## config.mk

```make
export PLATFORM = sky130hd
export DESIGN_NAME = button_reader_flat
export DESIGN_NICKNAME = d
export VERILOG_FILES = /design/src/rtl/button_reader_if.sv /design/src/rtl/button_reader.sv /design/src/flat_wrapper.sv
export SDC_FILE = /design/constraint.sdc
export NUM_CORES = 1
export LEC_CHECK = 0
export BUFFER_PORTS_ARGS = -buffer_cell sky130_fd_sc_hd__clkbuf_2
export CAP_MARGIN = 20
export CORE_MARGIN = 2
export CORE_UTILIZATION = 62
export CTS_BUF_LIST = sky130_fd_sc_hd__clkbuf_4 sky130_fd_sc_hd__clkbuf_8 sky130_fd_sc_hd__clkbuf_16
export DETAILED_ROUTE_END_ITERATION = 10
export PLACE_DENSITY = 0.92
export SLEW_MARGIN = 10
export SYNTH_ARGS = -nofsm -noshare
export SYNTH_HDL_FRONTEND = slang
export SYNTH_SLANG_ARGS = --single-unit
```

## constraint.sdc

```tcl
create_clock -name clk -period 3 [get_ports clk]
set_clock_uncertainty 0.15 [all_clocks]
set_input_delay 0.15 -clock clk [delete_from_list [all_inputs] [get_ports clk]]
set_output_delay 0.15 -clock clk [all_outputs]
set_load 0.02 [all_outputs]
```

## src/rtl/button_reader_if.sv

```systemverilog
// Pushbutton conditioner bus: the raw pin in, and the
// debounced level, press/release/long-press events and press count out.
interface button_reader_if;
  logic       btn_in;
  logic       btn_level;
  logic       press_pulse;
  logic       release_pulse;
  logic       long_press_pulse;
  logic [3:0] press_count;

  modport master (
    output btn_in,
    input  btn_level,
    input  press_pulse,
    input  release_pulse,
    input  long_press_pulse,
    input  press_count
  );

  modport slave (
    input  btn_in,
    output btn_level,
    output press_pulse,
    output release_pulse,
    output long_press_pulse,
    output press_count
  );
endinterface

```

## src/rtl/button_reader.sv

```systemverilog
// Pushbutton conditioner: 2-flop sync, two-edge debounce FSM,
// long-press detect and a wrapping 4-bit press counter.
module button_reader #(
  parameter int DEBOUNCE_CYCLES   = 200000,
  parameter int LONG_PRESS_CYCLES = 8000000,
  parameter int ACTIVE_LOW        = 1
) (
  input logic            clk,
  input logic            rst,
  button_reader_if.slave bus
);

  localparam int DW = $clog2(DEBOUNCE_CYCLES);
  localparam int HW = $clog2(LONG_PRESS_CYCLES);
  localparam logic PIN_IDLE = (ACTIVE_LOW != 0);
  // The cycle that enters a wait state already saw p stable,
  // so the wait ends one count early to hit DEBOUNCE_CYCLES total.
  localparam logic [DW-1:0] D_LAST = DW'(DEBOUNCE_CYCLES - 2);
  localparam logic [HW-1:0] H_LAST = HW'(LONG_PRESS_CYCLES - 1);

  typedef enum logic [2:0] {
    IDLE,
    PRESS_WAIT,
    PRESSED,
    HELD,
    RELEASE_WAIT
  } state_e;

  state_e        state_q, state_d;
  logic [1:0]    sync_q, sync_d;
  logic [DW-1:0] dcnt_q, dcnt_d;
  logic [HW-1:0] hcnt_q, hcnt_d;
  logic          held_q, held_d;
  logic          level_q, level_d;
  logic          press_q, press_d;
  logic          rel_q, rel_d;
  logic          long_q, long_d;
  logic [3:0]    cnt_q, cnt_d;
  logic          p;

  assign p = (ACTIVE_LOW != 0) ? ~sync_q[1] : sync_q[1];

  // Next-state: synchronizer shift plus debounce/hold state machine.
  always_comb begin
    sync_d  = {sync_q[0], bus.btn_in};
    state_d = state_q;
    dcnt_d  = dcnt_q;
    hcnt_d  = hcnt_q;
    held_d  = held_q;
    level_d = level_q;
    cnt_d   = cnt_q;
    press_d = 1'b0;
    rel_d   = 1'b0;
    long_d  = 1'b0;
    unique case (state_q)
      IDLE: begin
        level_d = 1'b0;
        if (p) begin
          state_d = PRESS_WAIT;
          dcnt_d  = '0;
        end
      end
      PRESS_WAIT: begin
        if (!p) begin
          state_d = IDLE;
        end else if (dcnt_q == D_LAST) begin
          state_d = PRESSED;
          press_d = 1'b1;
          level_d = 1'b1;
          cnt_d   = cnt_q + 4'd1;
          hcnt_d  = '0;
          held_d  = 1'b0;
        end else begin
          dcnt_d = dcnt_q + 1'b1;
        end
      end
      PRESSED: begin
        if (!p) begin
          state_d = RELEASE_WAIT;
          dcnt_d  = '0;
        end else if (hcnt_q == H_LAST) begin
          state_d = HELD;
          long_d  = 1'b1;
          held_d  = 1'b1;
        end else begin
          hcnt_d = hcnt_q + 1'b1;
        end
      end
      HELD: begin
        if (!p) begin
          state_d = RELEASE_WAIT;
          dcnt_d  = '0;
        end
      end
      RELEASE_WAIT: begin
        if (p) begin
          state_d = held_q ? HELD : PRESSED;
        end else if (dcnt_q == D_LAST) begin
          state_d = IDLE;
          rel_d   = 1'b1;
          level_d = 1'b0;
        end else begin
          dcnt_d = dcnt_q + 1'b1;
        end
      end
      default: state_d = IDLE;
    endcase
  end

  // State and registered outputs; reset returns pin sync to idle level.
  always_ff @(posedge clk or posedge rst) begin
    if (rst) begin
      sync_q  <= {2{PIN_IDLE}};
      state_q <= IDLE;
      dcnt_q  <= '0;
      hcnt_q  <= '0;
      held_q  <= 1'b0;
      level_q <= 1'b0;
      press_q <= 1'b0;
      rel_q   <= 1'b0;
      long_q  <= 1'b0;
      cnt_q   <= 4'd0;
    end else begin
      sync_q  <= sync_d;
      state_q <= state_d;
      dcnt_q  <= dcnt_d;
      hcnt_q  <= hcnt_d;
      held_q  <= held_d;
      level_q <= level_d;
      press_q <= press_d;
      rel_q   <= rel_d;
      long_q  <= long_d;
      cnt_q   <= cnt_d;
    end
  end

  assign bus.btn_level        = level_q;
  assign bus.press_pulse      = press_q;
  assign bus.release_pulse    = rel_q;
  assign bus.long_press_pulse = long_q;
  assign bus.press_count      = cnt_q;

endmodule

```

## src/flat_wrapper.sv

```systemverilog
// flat-port wrapper written by rule: the top's interface ports become plain ports
module button_reader_flat 
#(
  parameter int DEBOUNCE_CYCLES   = 200000,
  parameter int LONG_PRESS_CYCLES = 8000000,
  parameter int ACTIVE_LOW        = 1
)
  (clk, rst, bus_btn_in, bus_btn_level, bus_press_pulse, bus_release_pulse, bus_long_press_pulse, bus_press_count);
  button_reader_if bus_i ();
  input logic clk;
  input logic rst;
  input wire logic [$bits(bus_i.btn_in)-1:0] bus_btn_in;
  output wire logic [$bits(bus_i.btn_level)-1:0] bus_btn_level;
  output wire logic [$bits(bus_i.press_pulse)-1:0] bus_press_pulse;
  output wire logic [$bits(bus_i.release_pulse)-1:0] bus_release_pulse;
  output wire logic [$bits(bus_i.long_press_pulse)-1:0] bus_long_press_pulse;
  output wire logic [$bits(bus_i.press_count)-1:0] bus_press_count;
  assign bus_i.btn_in = bus_btn_in;
  assign bus_btn_level = bus_i.btn_level;
  assign bus_press_pulse = bus_i.press_pulse;
  assign bus_release_pulse = bus_i.release_pulse;
  assign bus_long_press_pulse = bus_i.long_press_pulse;
  assign bus_press_count = bus_i.press_count;
  button_reader #(.DEBOUNCE_CYCLES(DEBOUNCE_CYCLES), .LONG_PRESS_CYCLES(LONG_PRESS_CYCLES), .ACTIVE_LOW(ACTIVE_LOW)) u_core (.clk(clk), .rst(rst), .bus(bus_i));
endmodule
```

# Yosys cells after proc, flatten, opt, wreduce, memory -nomap -nowiden
# Index checks and enable logic that the tools add are counted.
[op_classes]
reduce_logical = 11
n_lt_le_gt_ge = 0
add_sub_neg = 3
n_eq_ne = 19
n_div = 0
bitwise = 1
mux = 38
shift = 0
multipliers = 0
[ops]
columns = ["op", "n"]
rows = [
  ["$mux 23", 4],
  ["$mux 18", 5],
  ["$pmux 18 s4", 1],
  ["$pmux 23 s2", 1],
  ["$reduce_and 5->1", 5],
  ["$mux 3", 8],
  ["$add 23x1->23 const B", 1],
  ["$eq 23x23->1 const B", 1],
  ["$add 18x1->18 const B", 1],
  ["$eq 18x18->1 const B", 1],
  ["$mux 1", 16],
  ["$pmux 3 s5", 1],
  ["$ne 2x1->1 const B", 6],
  ["$ne 2x2->1 const B", 4],
  ["$eq 3x2->1 const B", 2],
  ["$ne 3x1->1 const B", 2],
  ["$add 4x1->4 const B", 1],
  ["$reduce_bool 4->1", 1],
  ["$eq 3x1->1 const B", 1],
  ["$eq 3x3->1 const B", 1],
  ["$logic_not 3->1", 1],
  ["$ne 3x3->1 const B", 1],
  ["$pmux 1 s3", 1],
  ["$reduce_and 3->1", 1],
  ["other kinds (5)", 5],
]
[totals]
mem_bits_rw = 0
rom_bits = 0
latch_bits = 0
memories = 0
output_inout_bits = 8
wordCells = 82
ff_bits = 55

# Longest topological paths before layout
[logic_depth]
depth_word = 4
mapped_depth = 9
mapped_depth_nobuf = 7

# Least setup slack after synthesis
# No wires, ideal clock.
[synth_timing]
path_type = "register to register"
start = "reg u_core.dcnt_q[0]"
end = "reg u_core.dcnt_q[9]"
slack_ps = 724
path_stages_with_launch = 10
arrival_time_ps = 2047
synth_period_minus_slack_ps = 2276
t_required_ps = 2772
path_cell_list = "dfrtp_1 inv_1 ha_1 and3b_1 and4_4 buf_6 a21o_1 buf_6 or4_1 a21oi_1"
[synth_between]
elab_chain_cells = 4
[synth_lines]
columns = ["item", "line_no", "source"]
rows = [
  ["from (decl)", "button_reader.sv:31", "logic [DW-1:0] dcnt_q, dcnt_d;"],
  ["from (signal assigned)", "button_reader.sv:126", "dcnt_q <= dcnt_d;"],
  ["$add 18x1->18 or $eq 18x18->1 (tied branches)", "n/a", ""],
  ["$mux 18 *", "button_reader.sv:66, button_reader.sv:98", ""],
  ["$mux 18, on equally long branches", "button_reader.sv:96, button_reader.sv:64", ""],
  ["$pmux 18 s4 *", "button_reader.sv:55", "unique case (state_q)"],
]
# Mark *: on every way between the ends. The rest lies on a longest branch, timed or not. The select of a mux whose other input is x is not followed.
# A chain may end at the register's enable or synchronous reset.

# Worst setup path in the final report
[layout_timing]
start = "reg u_core.dcnt_q[0]"
end = "reg u_core.dcnt_q[17]"
# Same word-level chain as after synthesis.

==> results.yml <==
run_status:
  status: "finished, final reports clean"
power_and_ir_drop:
  p_leak_nw: 1.480
  ir_drop_uv: 262.4
  p_per_area_nw_per_um2: 368.8
layout:
  n_antenna_cell: 0
  post_route_cells_drive_above_1_share_pct: 11.36
  nets: 358
  syn2layout_area_growth_pct: 7.590
logic_synthesis:
  synth-edff-count: 0
  synth_top_area_share_pct: 41.47
  yosys.area.top_type: "dfrtp_1"
  synthFlopType: "dfrtp_1"
  synth-seq-cells: 55
  yosysWarnings: 0
  synth_cell_types: 55
  syn_area_um2: 3198
  avgSynthCellArea_um2: 9.243
  postSynth.asyncResetShare_pct: 100.0
  synth.area.top_cells: "dfrtp_1 41%, nand2_1 3.8%, a21oi_1 3.6%, nand4_1 3.1%, nand3_1 2.8%"
  ys_seq_area_share_pct: 43.11
  syn_inst: 346
  synth_nets: 353
floorplan:
  dieHeight_um: 75.82
  rows: 26
  die_area_um2: 5749
  ios: 11
  start_util_pct: 63.42
  core_area_um2: 5042
  dieWidth_um: 75.82
drt:
  via_count: 2781
  via_per_inst: 6.590
  ant_nets: 0
  dr_wl_met3_um: 273
  drt_wl_total_mm: 7.104
  routedWlPerCell_um: 16.83
  wl_met2_mm: 3.544
  wl_met1_mm: 3.096
  drc: 0
  highest_layer: "met4"
  dr.pass1.iters: 4
  first_iter_violations: 217
cts:
  cts_buffers: 5
  cts_setup_buffers: 0
  ctsResizeCount: 0
  htreeDepth: 2
  cts.clk_slew.worst_paths_ns: 0.09
  cts_root_buf: "clkbuf_8"
  clkLatencyLatePin_ns: 0.31
  cts_tree: "built"
  clock_sinks: 55
  clk_path_buf_depth: 2
placed_design:
  pre_cts_slack_ns: 0.6278
  finalWeightedCongestion: 0.9380
  io_buffers: 10
  place_hpwl_mm: 4.842
sta:
  tns_ns: 0
  fin_crit_sh_pct: 80.08
  slew_violations: 0
  fin_crit_ns: 2.402
  setup_slack_ns: 0.5976
  tightestPinTransition_ns: 0.6140
  final-hold-violation-count: 0
  relSlewSlack_pct: 58.75
  fmax_mhz: 416.2
  setup_viol: 0
  rsz0062_at_grt: "false"
setup_path:
  path_cells: "inv_1 > ha_1 > and3b_1 > and4_4 > a21o_1 > or4_1 > a21oi_1"
  critPathMaxStageDelay_ns: 0.55
  arrival_ns: 2.49
  critPathMaxFanout: 18
  cp-end-kind: "flip-flop"
  worstSetupPathType: "flip-flop to flip-flop"
  cp.required_ns: 3.09
  slowest_stage: "or4_1"
  worst_setup_path_start_kind: "flip-flop"
global_routing:
  antenna_found_initial: 0
  grt_use_total_pct: 26.89
  overflow: 0
  grt_pass1_vias: 2547
  grt_pass1_wl_mm: 11.72
  grt_max_degree: 56
hold_path:
  min_path_type: "primary input to async pin"
flow_run:
  drv_cap: 0
-- cells by family (layout without fill, tap and decap cells) --
kind of cell    Yosys count  in the layout  share of synthesized area (%)
compound gates           86             86                          18.23
xor+xnor                  9              9                          2.465
fa+ha+maj                 4              4                          1.565
buf+inv                  25             31                          3.678
flops                    55             55                          43.11
mux                       5              5                          1.604
simple gates            162            162                          29.34
-- final timing paths --
| path | startpoint | slack (ns) | depth (start not counted) | end |
|---|---|---|---|---|
| setup / recovery | u_core.dcnt_q[0]$_DFFE_PP0P_ | 0.60 | 7 | u_core.dcnt_q[17]$_DFFE_PP0P_ |
| hold / removal | rst | 0.15 | 3 | u_core.dcnt_q[2]$_DFFE_PP0P_ |
| setup reg to reg | u_core.dcnt_q[0]$_DFFE_PP0P_ | 0.60 | 7 | u_core.dcnt_q[17]$_DFFE_PP0P_ |
| hold reg to reg | u_core.sync_q[0]$_DFF_PP1_ | 0.22 | 0 | u_core.sync_q[1]$_DFF_PP1_ |
| max in group asynchronous | rst | 2.08 | 4 | u_core.held_q$_DFFE_PP0P_ |
| min in group clk | u_core.sync_q[0]$_DFF_PP1_ | 0.22 | 0 | u_core.sync_q[1]$_DFF_PP1_ |
-- synth_stat cells (7+ instances only) --
library cell  instances
xnor2_1               9
nand2_1              32
o21ai_0              11
nor2_1               19
nand3_1              18
a21oi_1              23
and3_1                8
nand2b_1              9
nand4_1              16
or3_1                 8
buf_2                 7
clkbuf_1             13
dfrtp_1              53
o31ai_1               9
or4_1                11
-- cell usage in the layout, fill, tap and decap left out, types with 6 or more instances in the layout --
| cell type | n |
|---|---|
| and3_1 | 8 |
| clkbuf_8 | 7 |
| xnor2_1 | 9 |
| clkbuf_2 | 10 |
| nand2b_1 | 9 |
| o21ai_0 | 11 |
| a21oi_1 | 23 |
| nand2_1 | 32 |
| or3_1 | 8 |
| nand3_1 | 18 |
| dfrtp_1 | 53 |
| nand4_1 | 16 |
| and4_1 | 6 |
| nor2_1 | 19 |
| buf_4 | 7 |
| or4_1 | 11 |
| o31ai_1 | 9 |
-- layer usage --
layer | vias to the layer above | track usage, %
li1 | 1327 | -
met1 | 1335 | 32.74
met2 | 97 | 47.51
met3 | 22 | 3.968
met4 | 0 | 10.92
met5 | - | 0
-- metrics by stage --
stage               cell area, um^2  total power, mW  util [%]  hold slack [ns]  cells
floorplan                      3198           0.8046         -         0.004478    346
global placement               3288           0.8168     65.21          0.08710    411
detailed placement             3288           0.8188     65.21          0.08886    411
CTS                            3412            1.264     67.67           0.2175    421
global route                   3441            1.313     68.24           0.1621    422
finish                         3441            1.269     68.24           0.1540    422
-- state kept, by name, summed over array words and instances (netlist names) --
name	cells
u_core.bus.btn_level	1
u_core.bus.long_press_pulse	1
u_core.bus.press_count	4
u_core.bus.press_pulse	1
u_core.bus.release_pulse	1
u_core.dcnt_q	18
u_core.hcnt_q	23
u_core.held_q	1
u_core.state_q	3
u_core.sync_q	2
-- repair_timing --
item	4_1_cts	5_1_grt
hold buffers	2	0
endpoints found under the hold margin	3	0
setup endpoints to repair	0	0
-- final cells by class --
| cell class | count | area, um^2 |
|---|---|---|
| Inverter | 3 | 12.51 |
| Clock buffer | 8 | 103.9 |
| Sequential cell | 55 | 1379 |
| Fill cell | 393 | 1602 |
| Multi-Input combinational cell | 266 | 1708 |
| Tap cell | 70 | 87.58 |
| Timing Repair Buffer | 20 | 150.1 |
-- where the power goes --
group | internal [mW] | switching (mW) | total [mW]
logic | 0.0175 | 0.0367 | 0.0542
clock network | 0.220 | 0.237 | 0.458
registers | 0.747 | 0.0100 | 0.757
total | 0.985 | 0.284 | 1.27
-- worst max-delay path: cells and delay by family (launching register included) --
family / cells / cell delay (ns)
compound gates: 2 / 0.47
fa+ha+maj: 1 / 0.20
buf+inv: 1 / 0.07
flops: 1 / 0.47
simple gates: 3 / 0.98
Power figures use the tool's default switching activity.
